$ cat src/rtl/cla_pkg.sv
// Shared carry-lookahead adder definitions: default sizes, stage-count
// helper and the ALU flag bundle used by the EX stage and the adder.
package cla_pkg;

    localparam int CLA_WIDTH = 32;
    localparam int CLA_GROUP = 8;

    typedef struct packed {
        logic zf;
        logic nf;
        logic vf;
    } cla_flags_t;

    function automatic int cla_nstage(input int width, input int group);
        return width / group;
    endfunction

endpackage

$ cat src/rtl/cla_group.sv
// G-bit combinational two-level carry-lookahead group.
// Ports: a, b (operands), ci (carry in), s (sum), co (carry out).
module cla_group #(
    parameter int G = 8
) (
    input  logic [G-1:0] a,
    input  logic [G-1:0] b,
    input  logic         ci,
    output logic [G-1:0] s,
    output logic         co
);

    logic [G-1:0] g;
    logic [G-1:0] p;
    logic [G:0]   c;

    assign g = a & b;
    assign p = a ^ b;

    // Flat sum-of-products for the carry into bit n: every generate
    // below n propagated up to n, plus ci propagated through all of them.
    function automatic logic carry_at(
        input logic [G-1:0] gg,
        input logic [G-1:0] pp,
        input logic         cin,
        input int           n
    );
        logic acc;
        logic term;
        acc = cin;
        for (int k = 0; k < n; k++)
            acc = acc & pp[k];
        for (int j = 0; j < n; j++) begin
            term = gg[j];
            for (int k = j + 1; k < n; k++)
                term = term & pp[k];
            acc = acc | term;
        end
        return acc;
    endfunction

    for (genvar i = 0; i <= G; i++) begin : g_carry
        assign c[i] = carry_at(g, p, ci, i);
    end

    assign s  = p ^ c[G-1:0];
    assign co = c[G];

endmodule

$ cat src/rtl/pipelined_cla_adder.sv
// Pipelined WIDTH-bit add/sub, one GROUP-bit lookahead group per stage,
// valid/ready on both sides. Ports: clk, rst (sync, active high),
// in_valid/in_ready, a, b, ci, sub, out_valid/out_ready, s, co.
// Define PIPELINED_CLA_FLAGS_EN to add registered zf, nf, vf outputs.
module pipelined_cla_adder
    import cla_pkg::*;
#(
    parameter int WIDTH = CLA_WIDTH,
    parameter int GROUP = CLA_GROUP
) (
    input  logic             clk,
    input  logic             rst,
    input  logic             in_valid,
    output logic             in_ready,
    input  logic [WIDTH-1:0] a,
    input  logic [WIDTH-1:0] b,
    input  logic             ci,
    input  logic             sub,
    output logic             out_valid,
    input  logic             out_ready,
    output logic [WIDTH-1:0] s,
    output logic             co
`ifdef PIPELINED_CLA_FLAGS_EN
    ,
    output logic             zf,
    output logic             nf,
    output logic             vf
`endif
);

    localparam int NSTAGE = cla_nstage(WIDTH, GROUP);
    localparam int LAST   = NSTAGE - 1;

    logic             adv;
    logic [WIDTH-1:0] b_inv;
    logic             c0;

    // Subtract is a + ~b + 1; ci is ignored in that mode.
    assign b_inv    = sub ? ~b : b;
    assign c0       = sub | ci;

    // The whole pipe moves in lockstep; it only freezes when the
    // output register holds a result the consumer has not taken.
    assign adv      = !out_valid || out_ready;
    assign in_ready = adv;

    for (genvar k = 0; k < NSTAGE; k++) begin : stg
        localparam int LO = k * GROUP;
        localparam int HI = LO + GROUP - 1;

        logic [WIDTH-1:LO] a_d;
        logic [WIDTH-1:LO] b_d;
        logic              cin_d;
        logic              vld_d;
        logic [GROUP-1:0]  gs;
        logic              gco;
        logic [HI:0]       s_d;
        logic [HI:0]       s_q;
        logic              c_q;
        logic              v_q;

        if (k == 0) begin : g_head
            assign a_d   = a;
            assign b_d   = b_inv;
            assign cin_d = c0;
            assign vld_d = in_valid;
            assign s_d   = gs;
        end else begin : g_body
            assign a_d   = stg[k-1].g_fwd.a_q;
            assign b_d   = stg[k-1].g_fwd.b_q;
            assign cin_d = stg[k-1].c_q;
            assign vld_d = stg[k-1].v_q;
            assign s_d   = {gs, stg[k-1].s_q};
        end

        cla_group #(
            .G (GROUP)
        ) u_grp (
            .a  (a_d[HI:LO]),
            .b  (b_d[HI:LO]),
            .ci (cin_d),
            .s  (gs),
            .co (gco)
        );

        // Operand bits not yet consumed travel on to later stages.
        if (k < LAST) begin : g_fwd
            logic [WIDTH-1:HI+1] a_q;
            logic [WIDTH-1:HI+1] b_q;

            always_ff @(posedge clk) begin
                if (adv) begin
                    a_q <= a_d[WIDTH-1:HI+1];
                    b_q <= b_d[WIDTH-1:HI+1];
                end
            end
        end

        always_ff @(posedge clk) begin
            if (rst)
                v_q <= 1'b0;
            else if (adv)
                v_q <= vld_d;
        end

        // Only the last stage drives ports, so only it is cleared.
        always_ff @(posedge clk) begin
            if (rst && k == LAST) begin
                s_q <= '0;
                c_q <= 1'b0;
            end else if (adv) begin
                s_q <= s_d;
                c_q <= gco;
            end
        end
    end

    assign out_valid = stg[LAST].v_q;
    assign s         = stg[LAST].s_q;
    assign co        = stg[LAST].c_q;

`ifdef PIPELINED_CLA_FLAGS_EN
    cla_flags_t flags_d;
    cla_flags_t flags_q;

    // Carry into the MSB is recovered as sum ^ a ^ b' at that bit.
    always_comb begin
        flags_d    = '0;
        flags_d.zf = (stg[LAST].s_d == '0);
        flags_d.nf = stg[LAST].s_d[WIDTH-1];
        flags_d.vf = stg[LAST].gs[GROUP-1]
                   ^ stg[LAST].a_d[WIDTH-1]
                   ^ stg[LAST].b_d[WIDTH-1]
                   ^ stg[LAST].gco;
    end

    always_ff @(posedge clk) begin
        if (rst)
            flags_q <= '0;
        else if (adv)
            flags_q <= flags_d;
    end

    assign zf = flags_q.zf;
    assign nf = flags_q.nf;
    assign vf = flags_q.vf;
`endif

endmodule

$ cat config.mk
export PLATFORM = sky130hd
export DESIGN_NAME = pipelined_cla_adder
export DESIGN_NICKNAME = d
export VERILOG_FILES = /design/src/rtl/cla_pkg.sv /design/src/rtl/cla_group.sv /design/src/rtl/pipelined_cla_adder.sv
export SDC_FILE = /design/constraint.sdc
export NUM_CORES = 1
export LEC_CHECK = 0
export BUFFER_PORTS_ARGS = -buffer_cell sky130_fd_sc_hd__buf_2
export CAP_MARGIN = 30
export CORE_ASPECT_RATIO = 1.25
export CORE_UTILIZATION = 55
export DETAILED_ROUTE_END_ITERATION = 7
export PLACE_DENSITY = 0.8
export SYNTH_ARGS = -nofsm -noshare
export SYNTH_HDL_FRONTEND = slang
export SYNTH_SLANG_ARGS = --single-unit
$ cat constraint.sdc
create_clock -name clk -period 12.11 [get_ports clk]
set_clock_uncertainty 0.2 [all_clocks]
set_input_delay 0.6055 -clock clk [delete_from_list [all_inputs] [get_ports clk]]
set_output_delay 0.6055 -clock clk [all_outputs]
set_load 0.1 [all_outputs]
# == Word level (Yosys, flattened, before mapping) ==
# Cells that the tools add are included.
# Widths: inputs -> output; s select.
# op_classes
reduce_logical,2
eq_ne,0
n_lt_le_gt_ge,0
bitwise,302
n_mul,0
addsub,0
div_mod_pow,0
mux,1
shifts,0
# ops
cell,count
$or 1x1->1,145
$and 1x1->1,144
$xor 8x8->8,8
$and 8x8->8,4
$mux 32,1
$not 32->32,1
$logic_not 1->1,1
$logic_or 1x1->1,1
# totals
rom_bits,0
n_memories,0
elab_cells,323
mem_bits_rw,0
output_inout_bits,35
input_bits,70
latchBits,0
ff_bits,184

# == Logic depth before layout (Yosys ltp) ==
# Gate-level depths: netlist (run 1).
# depth
word_depth,19
depth_mapped,8
ltp_nobuf,7

# == Cells and area by module ==
# From an unflattened synthesis (run 1), not the netlist that was laid out.
# hier_totals
hier_cells,500
hier_area_um2,7831.3
# by_module_without_submodules
mod,area_each_um2,cells_per_inst,seq_area_each_um2,instances
pipelined_cla_adder,6523.8,348,5154.9,1
cla_group (stg[1].u_grp ...),329.1,38,0.0,2
cla_group (stg[3].u_grp),335.3,39,0.0,1
cla_group (stg[0].u_grp),314.1,37,0.0,1

# == Least setup slack after synthesis (run 1) ==
# No wires, ideal clock.
# synth_path
kind,register -> register
start,"register stg[3].v_q, in the netlist out_valid"
end,"register stg[0].c_q, enable pin"
path_stages_with_launch,5
n_path_buf,2
path_slack_ns,5.177
t_arrival_ns,6.123
required_time_ns,11.300
synth_period_minus_slack_ns,6.933
setup_ns,0.610
cell_sequence,dfxtp_1 -> nor2b_1 -> clkbuf_1 -> inv_2 -> clkbuf_1
# synth_between
elab_chain_len,2
# synth_rtl
item,line,source
from (decl),pipelined_cla_adder.sv:60,logic v_q;
from (signal assigned),pipelined_cla_adder.sv:103,v_q <= vld_d;
$logic_not 1->1,pipelined_cla_adder.sv:44,assign adv = !out_valid || out_ready;
$logic_or 1x1->1,pipelined_cla_adder.sv:44,
named net in_ready,pipelined_cla_adder.sv:14,"output logic in_ready,"
to (signal assigned),pipelined_cla_adder.sv:113,c_q <= gco;
to (decl),pipelined_cla_adder.sv:59,logic c_q;
# The timed path passes the listed nets, and every way through them passes these cells.
# A chain may end at the register's enable or synchronous reset.

# == Worst setup path after layout (run 1) ==
# layout_path
start,"register stg[3].v_q, in the netlist out_valid"
end,output in_ready
# layout_between
elab_chain_len,2
# layout_rtl
item,line
$logic_not 1->1,pipelined_cla_adder.sv:44
$logic_or 1x1->1,pipelined_cla_adder.sv:44
to (decl),pipelined_cla_adder.sv:14
# Every way passes these cells.

==> results of run 1 <==
-- synthesized netlist by cell type, drive strengths merged, types with 4 or more instances --
master	instances
a21boi	5
a21oi	39
buf	6
clkbuf	10
dfxtp	37
edfxtp	147
fa	4
ha	36
inv	6
nand2	65
nand3	11
nor2	19
nor3	4
o211ai	4
o21a	9
o21ai	8
xnor2	7
xor2	37
-- layout by cell type (no fill, tap or decap), drive strengths merged, types with 11 or more instances in the layout --
master,netlist,routed
edfxtp,147,147
buf,6,107
nand2,65,65
a21oi,39,39
xor2,37,37
dfxtp,37,37
ha,36,36
clkbuf,10,20
nor2,19,19
nand3,11,11
-- layer usage --
metal	share of wire	GRT usage	wire length, um	vias up
met2	0.52	0.308	6160	146
li1	-	-	-	2014
met4	0.027	0.0958	326	0
met3	0.060	0.0529	712	24
met5	0	0	0	-
met1	0.39	0.209	4670	1977
-- final cells by class --
cell class / instances / share of cell area
well taps: 168 / 0.0249
flip-flops and latches: 184 / 0.611
clock inverters: 12 / 0.0129
clock buffers: 20 / 0.0517
multi-input cells: 284 / 0.232
repair buffers: 107 / 0.0643
inverters: 6 / 0.00326
-- through the flow --
step	power [uW]	instance area, um2	hold slack [ns]	std cells	utilization
4_1_cts	1690	8440	0.151	781	0.664
5_1_grt	1740	8440	0.144	781	0.664
6_report	1680	8440	0.169	781	0.664
3_5_place_dp	1180	7900	0.205	749	0.621
3_3_place_gp	1160	7900	0.200	749	0.621
2_1_floorplan	1100	7200	0.200	490	-
-- power groups by stage --
stage	clock (uW)	combinational, uW	sequential [uW]
6_report	510	331	837
5_1_grt	542	352	847
4_1_cts	518	331	837
3_5_place_dp	0	328	849
3_3_place_gp	0	316	842
2_1_floorplan	0	113	992
-- path summary, 6_finish.rpt --
path / cells past startpoint / endpoint / slack [ns]
setup / recovery: 4 / in_ready / 8.90
hold / removal: 1 / stg[0].g_fwd.a_q[14]$_DFFE_PP_ / 0.17
setup reg to reg: 7 / s[28]$_SDFFE_PP0P_ / 9.09
hold reg to reg: 0 / stg[1].s_q[3]$_DFFE_PP_ / 0.21
-- cells by family after synthesis --
kind of cell	count (synthesis)	synth area share
adders and majority gates	40	0.0737
DFF	184	0.716
buffers and inverters	22	0.0123
AOI/OAI and AO/OA	85	0.0753
xor gates and xnor gates	44	0.0535
and+or+nand+nor	115	0.0690
-- state kept, by name, indices dropped and copies added (netlist names) --
signal,flops
stg.c_q,3
s,32
stg.s_q,48
stg.v_q,3
co,1
stg.g_fwd.a_q,48
out_valid,1
stg.g_fwd.b_q,48
-- worst max-delay path, cell delays in order (launching register included) --
cell,delay (ns)
dfxtp_1,0.31
nor2b_4,0.12
buf_4,0.27
inv_6,0.65
buf_2,0.57
==> out/qor.txt, run 1 <==
H-tree depth: 4
Worst VDD drop: 92.5 uV
Synth Net Count: 600
Comb power frac: 0.197
Die footprint: 13600 um2
Worst slew margin: 0.397
Post-synthesis register bit count: 184
Setup repair bufs after CTS: 0
Hold Fails Final Rpt: 0
N_diodes: 0
Switch Pwr: 494 uW
Num CTS Buffers: 17
Reg clk slew, reported paths: 0.06 ns
Cell taking the most area after synthesis: edfxtp_1
Status: complete, no violations
First-pass GRT wire length: 18.6 mm
CP startpoint kind: register
Max-slew violations: 0
Worst slew pin tran: 0.904 ns
Final #Nets: 710
DR vias: 4161
Largest net degree at the start of global routing: 104
Clock insertion delay at the later pin of the skew report: 0.41 ns
Synthesis-to-finish area growth: 17.3%
Chip width: 104 um
Top cells by area, synth: edfxtp_1 (61%), dfxtp_1 (10%), ha_1 (6.3%)
Period utilization: 0.265
Synth Instances: 490
Worst slack, placed: 8.70 ns
Initial antenna violation count: 0
Mean Syn Cell Area: 14.7 um2
Post-DP HPWL: 7.76 mm
Share of cells above drive strength 1: 0.222
Fmax achieved: 312 MHz
Worst EP required: 11.30 ns
DR iter-0 viols: 227
CTS tree: built
Vias/cell: 5.33
Synth top area share: 0.613
Clock power share: 0.304
Core area: 12700 um2
Sequential share of the synthesized area: 0.716
Synth cell types: 45
FF+latch area: 5150 um2
WL final: 11.9 mm
GRT Residual Overflow: 0
Flop pwr share: 0.499
Post-CTS sizing: 0
YS warnings: 0
Switching share of power: 0.294
Clock Path Buffers: 2
Filler cell count: 892
DR pass1 iterations: 4
DR WL/cell: 15.2 um
CP Capture Type: output pin
Gpl congestion: 0.882
Leakage: 0.00350 uW
Post-Syn Area: 7200 um2
Die Ht: 130 um
Pwr dens: 199 nW/um2
Area occupied by multi-input gates: 1960 um2
Total GRT Usage: 0.181
Setup TNS: 0 ns
Tmin final: 3.21 ns
Setup CP Type: register to output pin
Clk sinks: 184
Ys flop type: edfxtp_1
Hold Path Class: input port to register
RSZ-0062 raised after global routing: false
Int Power: 1180 uW
Post-synth EDFFs: 147
Vias in the first global route: 3944
I/O pin cnt: 105
Port buffer count: 104
Starting Density: 0.566
Fin worst setup slack: 8.90 ns
Worst Path Arrival: 2.40 ns
Post-synth ARST share: 0
Site Rows: 46
Max cap viols: 0
R2r startpoint: out_valid$_SDFFE_PP0P_
Post-route DRC: 0
Critical path peak fanout: 103
Hold_sp: a[14]
Hold buffers post-CTS: 0
Root Driver: clkbuf_16
Antenna-violating nets left: 0
CP startpoint: out_valid$_SDFFE_PP0P_
Endpoints failing setup: 0
No activity file was read; power rests on OpenSTA's default activity.
==> run 2: changes to the inputs <==
==> constraint.sdc (replaced) <==
create_clock -name clk -period 3.2 [get_ports clk]
set_clock_uncertainty 0.2 [all_clocks]
set_input_delay 0.16 -clock clk [delete_from_list [all_inputs] [get_ports clk]]
set_output_delay 0.16 -clock clk [all_outputs]
set_load 0.1 [all_outputs]
==> out/qor.txt, run 2 (synthesis results as in run 1) <==
Status: complete, no violations
Core area: 12700 um2
DR WL/cell: 15.7 um
N_diodes: 0
Num CTS Buffers: 17
Largest net degree at the start of global routing: 71
Post-CTS sizing: 0
Endpoints failing setup: 0
Setup TNS: 0 ns
CTS tree: built
Vias/cell: 5.25
Pwr dens: 723 nW/um2
Critical path peak fanout: 5
Die Ht: 130 um
Comb power frac: 0.199
Worst reg2reg path endpoint: s[30]$_SDFFE_PP0P_
Final #Nets: 761
Commonest non-fill, non-tap cells in the layout: edfxtp_1 (147), buf_2 (104), nand2_1 (65)
Port buffer count: 104
Clk sinks: 184
Reg clk slew, reported paths: 0.07 ns
CP startpoint: stg[2].g_fwd.a_q[24]$_DFFE_PP_
Chip width: 104 um
Period utilization: 0.773
Worst EP required: 3.29 ns
Flop pwr share: 0.485
Clock insertion delay at the later pin of the skew report: 0.41 ns
Hold Path Class: input port to register
Final Core Density: 0.709
Root Driver: clkbuf_16
CP Capture Point: s[30]$_SDFFE_PP0P_
Post-route DRC: 0
Filler cell count: 828
DR iter-0 viols: 234
Post-DP HPWL: 7.98 mm
CP startpoint kind: register
Worst Path Arrival: 2.57 ns
Clock Path Buffers: 2
R2r startpoint: stg[2].g_fwd.a_q[24]$_DFFE_PP_
Setup CP Type: register to register
Share of cells above drive strength 1: 0.214
H-tree depth: 4
RSZ-0062 raised after global routing: false
Worst VDD drop: 360 uV
Vias in the first global route: 4354
Setup repair bufs after CTS: 0
Fmax achieved: 404 MHz
Synthesis-to-finish area growth: 25.2%
Leakage: 0.00375 uW
DR pass1 iterations: 4
Gpl congestion: 0.818
Fin worst setup slack: 0.726 ns
Worst slew pin tran: 0.739 ns
First-pass GRT wire length: 20.5 mm
R2R setup slack: 0.73 ns
WL final: 13.0 mm
Worst slew margin: 0.507
Total GRT Usage: 0.200
Tmin final: 2.47 ns
Site Rows: 46
Regs by FF count: stg.g_fwd.a_q (48), stg.g_fwd.b_q (48), stg.s_q (48)
Hold buffers post-CTS: 50
Die footprint: 13600 um2
R2r worst-path depth: 6
DR vias: 4369
Switch Pwr: 1930 uW
Switching share of power: 0.296
Clock power share: 0.316
Starting Density: 0.566
Hold Fails Final Rpt: 0
Commonest non-fill, non-tap cell in the layout: edfxtp_1
Antenna-violating nets left: 0
Int Power: 4590 uW
Initial antenna violation count: 0
Worst slack, placed: 0.784 ns
Max cap viols: 0
I/O pin cnt: 105
CP Capture Type: register
GRT Residual Overflow: 0
Max-slew violations: 0
-- run 2: cell types whose count changed in the layout (fill, tap and decap cells not counted), moves of 2 or more --
cell / change
inv_6: +2
clkinv_1: -5
dlygate4sd3_1: +50
clkbuf_8: +2
buf_12: +2
clkinv_4: +2
-- run 2: final cells by class --
| class | instances | area [um2] | share of cell area |
|---|---|---|---|
| Timing Repair Buffer | 158 | 1080 | 0.119 |
| Clock buffer | 22 | 464 | 0.0515 |
| Clock inverter | 10 | 119 | 0.0132 |
| Multi-Input combinational cell | 284 | 1960 | 0.218 |
| Inverter | 6 | 27.5 | 0.00305 |
| Sequential cell | 184 | 5150 | 0.572 |
| Tap cell | 168 | 210 | 0.0233 |
-- run 2: stage by stage --
stage,hold slack [ns],cell area (um2),cells,power (uW)
after floorplan,0.0589,7200,490,4180
after global placement,0.136,7930,750,4380
after detailed placement,0.138,7930,750,4450
after CTS,0.0300,9010,832,6560
after global routing,0.0483,9010,832,6760
final,0.0453,9010,832,6510
-- run 2: worst max-delay path, cell delays in order (launching register included) --
cell and delay [ns]:
edfxtp_1 0.44, ha_1 0.33, ha_1 0.20, o211ai_1 0.35
a21oi_1 0.22, o31a_1 0.31, o41ai_1 0.30
-- run 2: worst min-delay path by stage --
stage / start / endpoint / slack (ns) / depth (start not counted)
5_1_grt: a[2] / stg[0].s_q[2]$_DFFE_PP_ / 0.05 / 3
4_1_cts: a[1] / stg[0].s_q[1]$_DFFE_PP_ / 0.03 / 3
3_3_place_gp: a[22] / stg[0].g_fwd.a_q[22]$_DFFE_PP_ / 0.14 / 1
3_5_place_dp: a[19] / stg[0].g_fwd.a_q[19]$_DFFE_PP_ / 0.14 / 1
2_1_floorplan: a[10] / stg[0].g_fwd.a_q[10]$_DFFE_PP_ / 0.06 / 0
6_report: a[1] / stg[0].s_q[1]$_DFFE_PP_ / 0.05 / 3
-- run 2: per-layer routing --
layer / vias to the layer above / wire, um / GRT usage
li1: 2114 / - / -
met1: 2103 / 5100 / 0.222
met2: 131 / 7050 / 0.367
met3: 21 / 588 / 0.0420
met4: 0 / 291 / 0.0983
met5: - / 0 / 0
-- run 2: power by group through the flow --
stage	Sequential [uW]	Clock, uW	Combinational (uW)
floorplan	3750	0	426
global placement	3180	0	1190
detailed placement	3210	0	1240
CTS	3160	2100	1300
global route	3200	2190	1380
finish	3160	2060	1300
